`config.mk`:
```
export PLATFORM = sky130hd
export DESIGN_NAME = clk_tick_frac_flat
export DESIGN_NICKNAME = d
export VERILOG_FILES = /design/src/rtl/clk_tick_frac_if.sv /design/src/rtl/clk_tick_frac.sv /design/src/flat_wrapper.sv
export SDC_FILE = /design/constraint.sdc
export NUM_CORES = 1
export LEC_CHECK = 0
export CAP_MARGIN = 20
export CORE_UTILIZATION = 62
export DETAILED_ROUTE_END_ITERATION = 10
export PLACE_DENSITY = 0.86
export SETUP_SLACK_MARGIN = 0.2
export SLEW_MARGIN = 0
export SYNTH_ARGS = -nofsm -noshare
export SYNTH_HDL_FRONTEND = slang
export SYNTH_SLANG_ARGS = --single-unit
export TNS_END_PERCENT = 20
```
`constraint.sdc`:
```
create_clock -name AClkH -period 8.15 [get_ports AClkH]
set_input_delay 1.63 -clock AClkH [delete_from_list [all_inputs] [get_ports AClkH]]
set_output_delay 1.63 -clock AClkH [all_outputs]
set_load 0.02 [all_outputs]
```
`src/rtl/clk_tick_frac_if.sv`:
```
// Bus bundle for the fractional tick generator.
// The master side drives control and increment writes.
// The slave side returns the tick, overflow, capture and state outputs.
interface clk_tick_frac_if #(
    parameter int CCntW = 32
);
    logic             AClkHEn;
    logic             ACascadeI;
    logic             ARun;
    logic             AIncWr;
    logic [15:0]      AIncData;
    logic             AClrCnt;
    logic             ACapReq;
    logic             ATick;
    logic             AOvf;
    logic             ACapVld;
    logic [CCntW-1:0] ACapData;
    logic [1:0]       AState;

    modport master (
        output AClkHEn, ACascadeI, ARun, AIncWr, AIncData, AClrCnt, ACapReq,
        input  ATick, AOvf, ACapVld, ACapData, AState
    );

    modport slave (
        input  AClkHEn, ACascadeI, ARun, AIncWr, AIncData, AClrCnt, ACapReq,
        output ATick, AOvf, ACapVld, ACapData, AState
    );
endinterface

```
`src/rtl/clk_tick_frac.sv`:
```
// Fractional tick generator.
// A 16-bit phase accumulator advances by the programmable increment on every
// cascade event. Each carry out of the accumulator becomes a one-cycle tick.
// The ticks are counted in a wrapping counter that can be cleared and captured.
module clk_tick_frac #(
    parameter logic [15:0] CIncReset = 16'h8000,
    parameter int          CCntW     = 32
) (
    input logic            AClkH,
    input logic            AResetH,
    clk_tick_frac_if.slave ABus
);

    typedef enum logic [1:0] {
        SIdle = 2'd0,
        SArm  = 2'd1,
        SRun  = 2'd2
    } StateT;

    localparam logic [CCntW-1:0] CCntOne = {{(CCntW-1){1'b0}}, 1'b1};

    StateT            fState;
    StateT            stateNext;
    logic [15:0]      fAcc;
    logic [15:0]      fInc;
    logic [15:0]      accNext;
    logic [15:0]      addend;
    logic [16:0]      phaseSum;
    logic [CCntW-1:0] fCnt;
    logic [CCntW-1:0] cntNext;
    logic [CCntW-1:0] fCapData;
    logic             fTick;
    logic             fOvf;
    logic             fCapVld;
    logic             isEvent;
    logic             accActive;
    logic             tickNext;
    logic             ovfNext;

    assign isEvent = ABus.AClkHEn & ABus.ACascadeI;

    // Next state: dropping ARun returns to idle from anywhere; arming waits for the first event.
    always_comb begin
        stateNext = fState;
        case (fState)
            SIdle:   if (ABus.ARun) stateNext = SArm;
            SArm:    if (!ABus.ARun) stateNext = SIdle;
                     else if (isEvent) stateNext = SRun;
            SRun:    if (!ABus.ARun) stateNext = SIdle;
            default: stateNext = SIdle;
        endcase
    end

    // State register; it advances only on enabled cycles.
    always_ff @(posedge AClkH or posedge AResetH) begin
        if (AResetH) begin
            fState <= SIdle;
        end else if (ABus.AClkHEn) begin
            fState <= stateNext;
        end
    end

    // Phase step and counter update; the first event after arming starts from a zero phase.
    always_comb begin
        addend    = (fState == SArm) ? 16'h0000 : fAcc;
        phaseSum  = {1'b0, addend} + {1'b0, fInc};
        accActive = isEvent && ((fState == SArm) || (fState == SRun));
        tickNext  = accActive & phaseSum[16];
        accNext   = fAcc;
        if (fState == SIdle) begin
            accNext = 16'h0000;
        end else if (accActive) begin
            accNext = phaseSum[15:0];
        end
        cntNext = fCnt;
        ovfNext = 1'b0;
        if (ABus.AClrCnt) begin
            cntNext = '0;
        end else if (tickNext) begin
            cntNext = fCnt + CCntOne;
            ovfNext = &fCnt;
        end
    end

    // Datapath registers; an increment write takes effect only from the next event.
    always_ff @(posedge AClkH or posedge AResetH) begin
        if (AResetH) begin
            fAcc     <= 16'h0000;
            fInc     <= CIncReset;
            fCnt     <= '0;
            fTick    <= 1'b0;
            fOvf     <= 1'b0;
            fCapVld  <= 1'b0;
            fCapData <= '0;
        end else if (ABus.AClkHEn) begin
            fAcc    <= accNext;
            fCnt    <= cntNext;
            fTick   <= tickNext;
            fOvf    <= ovfNext;
            fCapVld <= ABus.ACapReq;
            if (ABus.AIncWr) begin
                fInc <= ABus.AIncData;
            end
            if (ABus.ACapReq) begin
                fCapData <= cntNext;
            end
        end
    end

    assign ABus.ATick    = fTick;
    assign ABus.AOvf     = fOvf;
    assign ABus.ACapVld  = fCapVld;
    assign ABus.ACapData = fCapData;
    assign ABus.AState   = fState;

endmodule
```
`src/flat_wrapper.sv`:
```
// flat-port wrapper written by rule: the top's interface ports become plain ports
module clk_tick_frac_flat 
#(
    parameter logic [15:0] CIncReset = 16'h8000,
    parameter int          CCntW     = 32
)
  (AClkH, AResetH, ABus_AClkHEn, ABus_ACascadeI, ABus_ARun, ABus_AIncWr, ABus_AIncData, ABus_AClrCnt, ABus_ACapReq, ABus_ATick, ABus_AOvf, ABus_ACapVld, ABus_ACapData, ABus_AState);
  clk_tick_frac_if #(.CCntW(CCntW)) ABus_i ();
  input logic AClkH;
  input logic AResetH;
  input wire logic [$bits(ABus_i.AClkHEn)-1:0] ABus_AClkHEn;
  input wire logic [$bits(ABus_i.ACascadeI)-1:0] ABus_ACascadeI;
  input wire logic [$bits(ABus_i.ARun)-1:0] ABus_ARun;
  input wire logic [$bits(ABus_i.AIncWr)-1:0] ABus_AIncWr;
  input wire logic [$bits(ABus_i.AIncData)-1:0] ABus_AIncData;
  input wire logic [$bits(ABus_i.AClrCnt)-1:0] ABus_AClrCnt;
  input wire logic [$bits(ABus_i.ACapReq)-1:0] ABus_ACapReq;
  output wire logic [$bits(ABus_i.ATick)-1:0] ABus_ATick;
  output wire logic [$bits(ABus_i.AOvf)-1:0] ABus_AOvf;
  output wire logic [$bits(ABus_i.ACapVld)-1:0] ABus_ACapVld;
  output wire logic [$bits(ABus_i.ACapData)-1:0] ABus_ACapData;
  output wire logic [$bits(ABus_i.AState)-1:0] ABus_AState;
  assign ABus_i.AClkHEn = ABus_AClkHEn;
  assign ABus_i.ACascadeI = ABus_ACascadeI;
  assign ABus_i.ARun = ABus_ARun;
  assign ABus_i.AIncWr = ABus_AIncWr;
  assign ABus_i.AIncData = ABus_AIncData;
  assign ABus_i.AClrCnt = ABus_AClrCnt;
  assign ABus_i.ACapReq = ABus_ACapReq;
  assign ABus_ATick = ABus_i.ATick;
  assign ABus_AOvf = ABus_i.AOvf;
  assign ABus_ACapVld = ABus_i.ACapVld;
  assign ABus_ACapData = ABus_i.ACapData;
  assign ABus_AState = ABus_i.AState;
  clk_tick_frac #(.CIncReset(CIncReset), .CCntW(CCntW)) u_core (.AClkH(AClkH), .AResetH(AResetH), .ABus(ABus_i));
endmodule
```
==> impl_metrics.csv, run 1 <==
group,metric,value,unit
placed_design,post-dp-hpwl,9790,microns
synthesis,synth_edf_count,0,
routing,drt-pass1-iter-count,5,
cts,cts.clk_slew.worst_paths,0.10,ns
floorplanning,die_area,10200,sq um
synthesis,synthMuxAreaShare,3.30,%
synthesis,synth_area,6100,sq um
finish,syn2layout_area_growth,14.0,%
global_routing,grt_overflow,0,
finish,final_common_cell,"dfrtp_1",
global_routing,grt_pass1_vias,5276,
floorplanning,io_pins,61,
synthesis,async_flop_share,100,%
global_routing,grt_pass1_wl,25500,microns
cts,htree_levels,3,
floorplanning,fp.dieH,101,microns
synthesis,synth-xor-area-share,2.01,%
routing,wl,15300,microns
synthesis,synth-seq-cells,101,
job,max_cap_violations,0,
floorplanning,core_area,9370,sq um
routing,routed_via_density,6.69,
min_path,hp-class,"reg -> reg",
power_and_ir_drop,leakage,3.12,nW
cts,post_cts_buffers,0,
routing,wl_per_cell,18.7,microns
synthesis,seq_area_frac_synth,41.5,%
placed_design,io_buffer_count,60,
finish,n_fill_cell,697,
finish,final_cell_mix,"dfrtp_1, nand2_1, clkdlybuf4s50_1, nand3_1",
critical_path,crit_path_end_kind,"register",
placed_design,dp_slack,3.93,ns
cts,clk_latency,0.37,ns
sta,layout_min_cycle_time,4.23,ns
cts,clock_sinks,101,
synthesis,synth_cell_types,62,
floorplanning,start_util,65.0,%
sta,rsz0062_at_grt,"false",
global_routing,track_usage,31.7,%
sta,fin_ws,3.92,ns
synthesis,synth-simple-area-share,23.7,%
synthesis,synth_top_family_by_area,"simple AND/OR/NAND/NOR gates",
synthesis,synth_flop_cell,"dfrtp_1",
cts,cts_made_buffers,9,
cts,cts_resized,0,
sta,fmax,0.236,GHz
routing,drc,0,
sta,finalSetupTns,0,ns
sta,finalCritPeriodShare,51.9,%
cts,cts_tree,"yes",
power_and_ir_drop,p_per_area,207,nW/um^2
sta,slew_viol_final,0,
synthesis,yosysWarnings,0,
critical_path,crit_required,8.46,ns
routing,num_vias,5488,
sta,worst_pin_slew,0.997,ns
cts,clockBufferDepth,2,
finish,nets,732,
synthesis,synth.net_count,699,
sta,fin_skew,0.0115,ns
critical_path,path_class,"reg -> reg",
cts,cts_hold_buf,0,
sta,finalSetupViolations,0,
finish,drive_gt1_share,7.96,%
synthesis,synthAdderAreaFrac,4.64,%
critical_path,setup.worst_path.start_class,"register",
floorplanning,die_w,101,microns
global_routing,antenna_found_initial,0,
routing,drt_iter0_drc,454,
critical_path,cp.arrival,4.54,ns
synthesis,synth_compound_area_share,20.4,%
run_status,run_status,"finished clean",
sta,timing.slew.headroom,33.5,%
global_routing,grt_max_degree,79,
sta,final_hold_viol_count,0,
synthesis,synth_cells,653,
floorplanning,rows,35,
placed_design,place.gp.congestion,0.892,
synthesis,syn_area_per_cell,9.34,sq um
routing,postRouteAntennaNets,0,
finish,antennaDiodeCount,0,
cts,root_buffer,"clkbuf_8",
power_and_ir_drop,vdd_drop_max,0.133,mV
critical_path,cp_max_fo,48,
==> cell usage after synthesis (all sizes together), types with 3 or more instances <==
cell type,count,area [sq um]
dfrtp,100,2500
nand2,77,289
nand3,55,313
clkbuf,34,128
a21oi,25,125
nor3,25,125
o211ai,23,173
o21ai,23,115
nor2,22,82.6
ha,21,263
a22o,17,149
mux2,17,191
nor2b,16,100
inv,15,56.3
a21o,14,105
and3,14,87.6
buf,14,87.6
or4,14,105
a32oi,12,105
nor3b,10,75.1
xnor2,10,87.6
a211o,9,78.8
nor4,8,65.1
and2,6,37.5
nand2b,6,37.5
nand4,6,43.8
o41ai,6,60.1
a31oi,5,31.3
a211oi,4,30.0
a221o,4,40.0
xor2,4,35.0
a2111oi,3,32.5
and4,3,28.8
nor4b,3,26.3
o311ai,3,26.3
o31ai,3,22.5
o41a,3,33.8
or3,3,18.8
==> state kept, by name, indices dropped and copies added (netlist names) <==
register              count
u_core.ABus.ACapVld       1
u_core.fCnt              32
u_core.ABus.AState        2
u_core.ABus.AOvf          1
u_core.ABus.ATick         1
u_core.ABus.ACapData     32
u_core.fAcc              16
u_core.fInc              16
==> per-stage QoR <==
step / util [%] / power, W / instances / instance area (sq um) / hold WS [ns]
2_1_floorplan: - / 0.000962 / 653 / 6100 / 0.450
3_3_place_gp: 71.8 / 0.00106 / 803 / 6730 / 0.460
3_5_place_dp: 71.8 / 0.00109 / 803 / 6730 / 0.465
4_1_cts: 74.1 / 0.00144 / 819 / 6940 / 0.489
5_1_grt: 74.2 / 0.00152 / 820 / 6950 / 0.511
6_report: 74.2 / 0.00144 / 820 / 6950 / 0.483
==> path summary, 6_finish.rpt <==
| path | startpoint | endpoint | slack [ns] | depth (start not counted) |
|---|---|---|---|---|
| max in group asynchronous | AResetH | u_core.ABus.ACapData[31] | 5.28 | 3 |
| min reg2reg | u_core.ABus.ACapData[7] | u_core.ABus.ACapData[7] | 0.48 | 2 |
| max reg2reg | u_core.ABus.AState[1] | u_core.ABus.ACapData[12] | 3.92 | 14 |
| min | u_core.ABus.ACapData[7] | u_core.ABus.ACapData[7] | 0.48 | 2 |
| max | u_core.ABus.AState[1] | u_core.ABus.ACapData[12] | 3.92 | 14 |
| min in group asynchronous | AResetH | u_core.fInc[1] | 1.56 | 2 |
==> per-layer routing <==
| metal | GRT usage [%] | share of wire, % | up-vias | routed length [microns] |
|---|---|---|---|---|
| met1 | 43.6 | 43 | 2661 | 6650 |
| met2 | 50.4 | 47 | 271 | 7270 |
| met3 | 4.69 | 7.0 | 31 | 1070 |
| li1 | - | - | 2525 | - |
| met5 | 0 | 0 | - | 0 |
| met4 | 13.8 | 2.1 | 0 | 320 |
==> power breakdown <==
part | switching [W] | internal, W
Clock | 0.000179 | 0.000175
Sequential | 0.0000419 | 0.000560
Combinational | 0.000274 | 0.000212
==> worst max-delay path: stages, from the launching register on <==
cell and delay [ns]:
dfrtp_1 0.43, inv_1 0.12, ha_1 0.60, nor2b_1 0.13, ha_1 0.25, inv_1 0.08, fa_1 0.18, nand2b_1 0.16
a21oi_1 0.11, o41a_1 0.44, a31o_2 0.33, a41o_1 0.24, buf_4 0.29, a2111oi_0 0.61, a211o_1 0.18
==> layout make-up <==
| cell class | count | area (sq um) | area share, % |
|---|---|---|---|
| clock buffers | 11 | 131 | 1.89 |
| repair buffers | 70 | 676 | 9.72 |
| flip-flops and latches | 101 | 2530 | 36.4 |
| inverters | 15 | 58.8 | 0.846 |
| clock inverters | 5 | 85.1 | 1.22 |
| well taps | 129 | 161 | 2.32 |
| multi-input cells | 489 | 3310 | 47.6 |
==> cells by family (layout without fill, tap and decap cells) <==
| family | after synthesis | in the layout |
|---|---|---|
| AO/OA/AOI/OAI | 166 | 166 |
| XOR/XNOR | 14 | 14 |
| adder cells (fa/ha/maj) | 22 | 22 |
| buffers and inverters | 63 | 101 |
| flip-flops | 101 | 101 |
| multiplexers | 18 | 18 |
| AND/OR/NAND/NOR | 269 | 269 |
No activity file was read; power rests on OpenSTA's default activity.
==> run 2: changes to the inputs <==
CORE_UTILIZATION = 52   (was 62)
PLACE_DENSITY = 0.77   (was 0.86)
clock period = 3.79 ns   (was 8.15 ns; I/O delays follow)
==> run 2 against run 1 <==
  * Non-clock buffer count grew 8
  * Global-route usage shrank 4.8 points
  * Count of clock-buffer cells in the layout grew 1
  * Clock skew shrank 0.0054 ns
  * Via count shrank 1.5%
  * Largest power group unchanged
  * Combinational power grew 120%
  * Cell count grew 2.7%
  * Routed wire length grew 1.6%
  * Critical path depth shrank 1
  * Register-to-register slack lost 3.6 ns
  * Critical endpoint is now u_core.ABus.ACapData[24]
==> impl_metrics.csv, run 2 (synthesized netlist as in run 1, its figures left out) <==
group,metric,value,unit
critical_path,rrSetupSlack,0.35,ns
routing,drt_iter0_drc,421,
cts,cts_resized,0,
routing,wl_per_cell,18.5,microns
cts,cts_hold_buf,0,
global_routing,grt_pass1_wl,25200,microns
sta,finalSetupTns,0,ns
sta,worst_pin_slew,0.784,ns
finish,syn2layout_area_growth,18.1,%
sta,layout_min_cycle_time,3.44,ns
finish,antennaDiodeCount,0,
cts,post_cts_buffers,0,
critical_path,crit_family,"compound AO/OA/AOI/OAI gates",
routing,num_vias,5407,
critical_path,cp_max_fo,17,
placed_design,place.gp.congestion,0.819,
run_status,run_status,"finished clean",
critical_path,crit_path_end_kind,"register",
power_and_ir_drop,vdd_drop_max,0.541,mV
sta,fin_skew,0.00603,ns
min_path,min_path_cells,2,
routing,routed_via_density,6.42,
critical_path,cp_cell_sequence,"inv_1, ha_2, buf_6, nand2b_1, fa_1, nand2b_4, a21oi_2, o41a_1, a31o_2, a41o_2, buf_4, and2_1, a221o_1",
critical_path,path_class,"reg -> reg",
floorplanning,io_pins,61,
cts,clk_latency,0.36,ns
finish,nets,740,
job,max_cap_violations,0,
critical_path,crit_required,4.03,ns
routing,highest_layer,"met4",
finish,drive_gt1_share,10.0,%
sta,finalCritPeriodShare,90.7,%
sta,fmax,0.291,GHz
routing,wl_met1,6800,microns
cts,htree_levels,3,
routing,wl,15600,microns
cts,clock_sinks,101,
sta,timing.slew.headroom,47.6,%
global_routing,grt_overflow,0,
floorplanning,start_util,53.4,%
sta,finalSetupViolations,0,
sta,final_hold_viol_count,0,
finish,final_cell_mix,"dfrtp_1, nand2_1, clkdlybuf4s50_1, nand3_1, nor3_1",
finish,final_common_cell,"dfrtp_1",
min_path,hp-class,"reg -> reg",
critical_path,r2r_cells,13,
floorplanning,rows,39,
floorplanning,core_area,11400,sq um
finish,stdcell_count,842,
cts,cts_tree,"yes",
floorplanning,fp.dieH,110,microns
sta,slew_viol_final,0,
cts,cts_made_buffers,9,
power_and_ir_drop,leakage,3.23,nW
floorplanning,die_area,12200,sq um
critical_path,cp.arrival,3.68,ns
routing,drc,0,
routing,postRouteAntennaNets,0,
cts,clockBufferDepth,2,
placed_design,io_buffer_count,60,
critical_path,cpMaxStageDelayCell,"o41a_1",
global_routing,grt_pass1_vias,5099,
critical_path,setup.worst_path.start_class,"register",
global_routing,track_usage,26.9,%
placed_design,post-dp-hpwl,10200,microns
cts,root_buffer,"clkbuf_16",
cts,cts.clk_slew.worst_paths,0.07,ns
critical_path,path_depth,13,
routing,dr_wl_met3,1040,microns
sta,rsz0062_at_grt,"false",
routing,drt-pass1-iter-count,5,
critical_path,max_stage_delay,0.42,ns
routing,dr_wl_met2,7450,microns
global_routing,grt_max_degree,71,
global_routing,antenna_found_initial,0,
floorplanning,die_w,110,microns
critical_path,path_buf_inv,3,
power_and_ir_drop,p_per_area,477,nW/um^2
placed_design,dp.cells,826,
-- run 2: cell count changes in the layout (fill, tap and decap cells not counted), sizes merged --
cell	change
clkinv	-2
buf	+8
clkbuf	+1
inv	+1
-- run 2: worst paths after layout --
kind,from,end
setup / recovery,u_core.ABus.AState[1],u_core.ABus.ACapData[24]
hold / removal,u_core.ABus.ACapData[7],u_core.ABus.ACapData[7]
setup reg to reg,u_core.ABus.AState[1],u_core.ABus.ACapData[24]
hold reg to reg,u_core.ABus.ACapData[7],u_core.ABus.ACapData[7]
max in group asynchronous,AResetH,u_core.fCnt[20]
min in group asynchronous,AResetH,u_core.fInc[2]
-- run 2: metrics by stage --
stage	util (%)	worst slack [ns]	hold slack, ns	power (W)	instance area (sq um)
after floorplan	-	0.387	0.450	0.00207	6100
after global placement	59.8	0.387	0.462	0.00231	6820
after detailed placement	59.8	0.278	0.471	0.00236	6820
after CTS	62.8	0.252	0.489	0.00343	7170
after global routing	63.1	0.226	0.508	0.00361	7200
final	63.1	0.354	0.482	0.00343	7200
-- run 2: worst reg2reg max path, cell delays in order, from the launching register on --
cell	delay, ns
dfrtp_1	0.41
inv_1	0.11
ha_2	0.24
buf_6	0.18
nand2b_1	0.17
fa_1	0.21
nand2b_4	0.15
a21oi_2	0.07
o41a_1	0.42
a31o_2	0.32
a41o_2	0.35
buf_4	0.22
and2_1	0.18
a221o_1	0.30
-- run 2: layout make-up --
class | count | area (sq um)
Fill cell | 958 | 4220
Multi-Input combinational cell | 489 | 3330
Sequential cell | 101 | 2530
Timing Repair Buffer | 78 | 759
Clock buffer | 12 | 267
Tap cell | 143 | 179
Clock inverter | 4 | 76.3
Inverter | 15 | 58.8
-- run 2: routing by layer --
layer / GRT usage [%] / vias to the layer above
met2: 42.8 / 222
met3: 6.17 / 23
met1: 35.8 / 2628
li1: - / 2534
met4: 9.87 / 0
met5: 0 / -
-- run 2: power by group --
group	switching (W)	internal [W]
registers	0.0000880	0.00120
logic	0.000599	0.000478
clock network	0.000427	0.000636
==> run 3: changes to the inputs <==
GPL_ROUTABILITY_DRIVEN = 0   (was default)
==> results of run 3 <==
Final layout, timing and power as in run 2 (identical DEF).
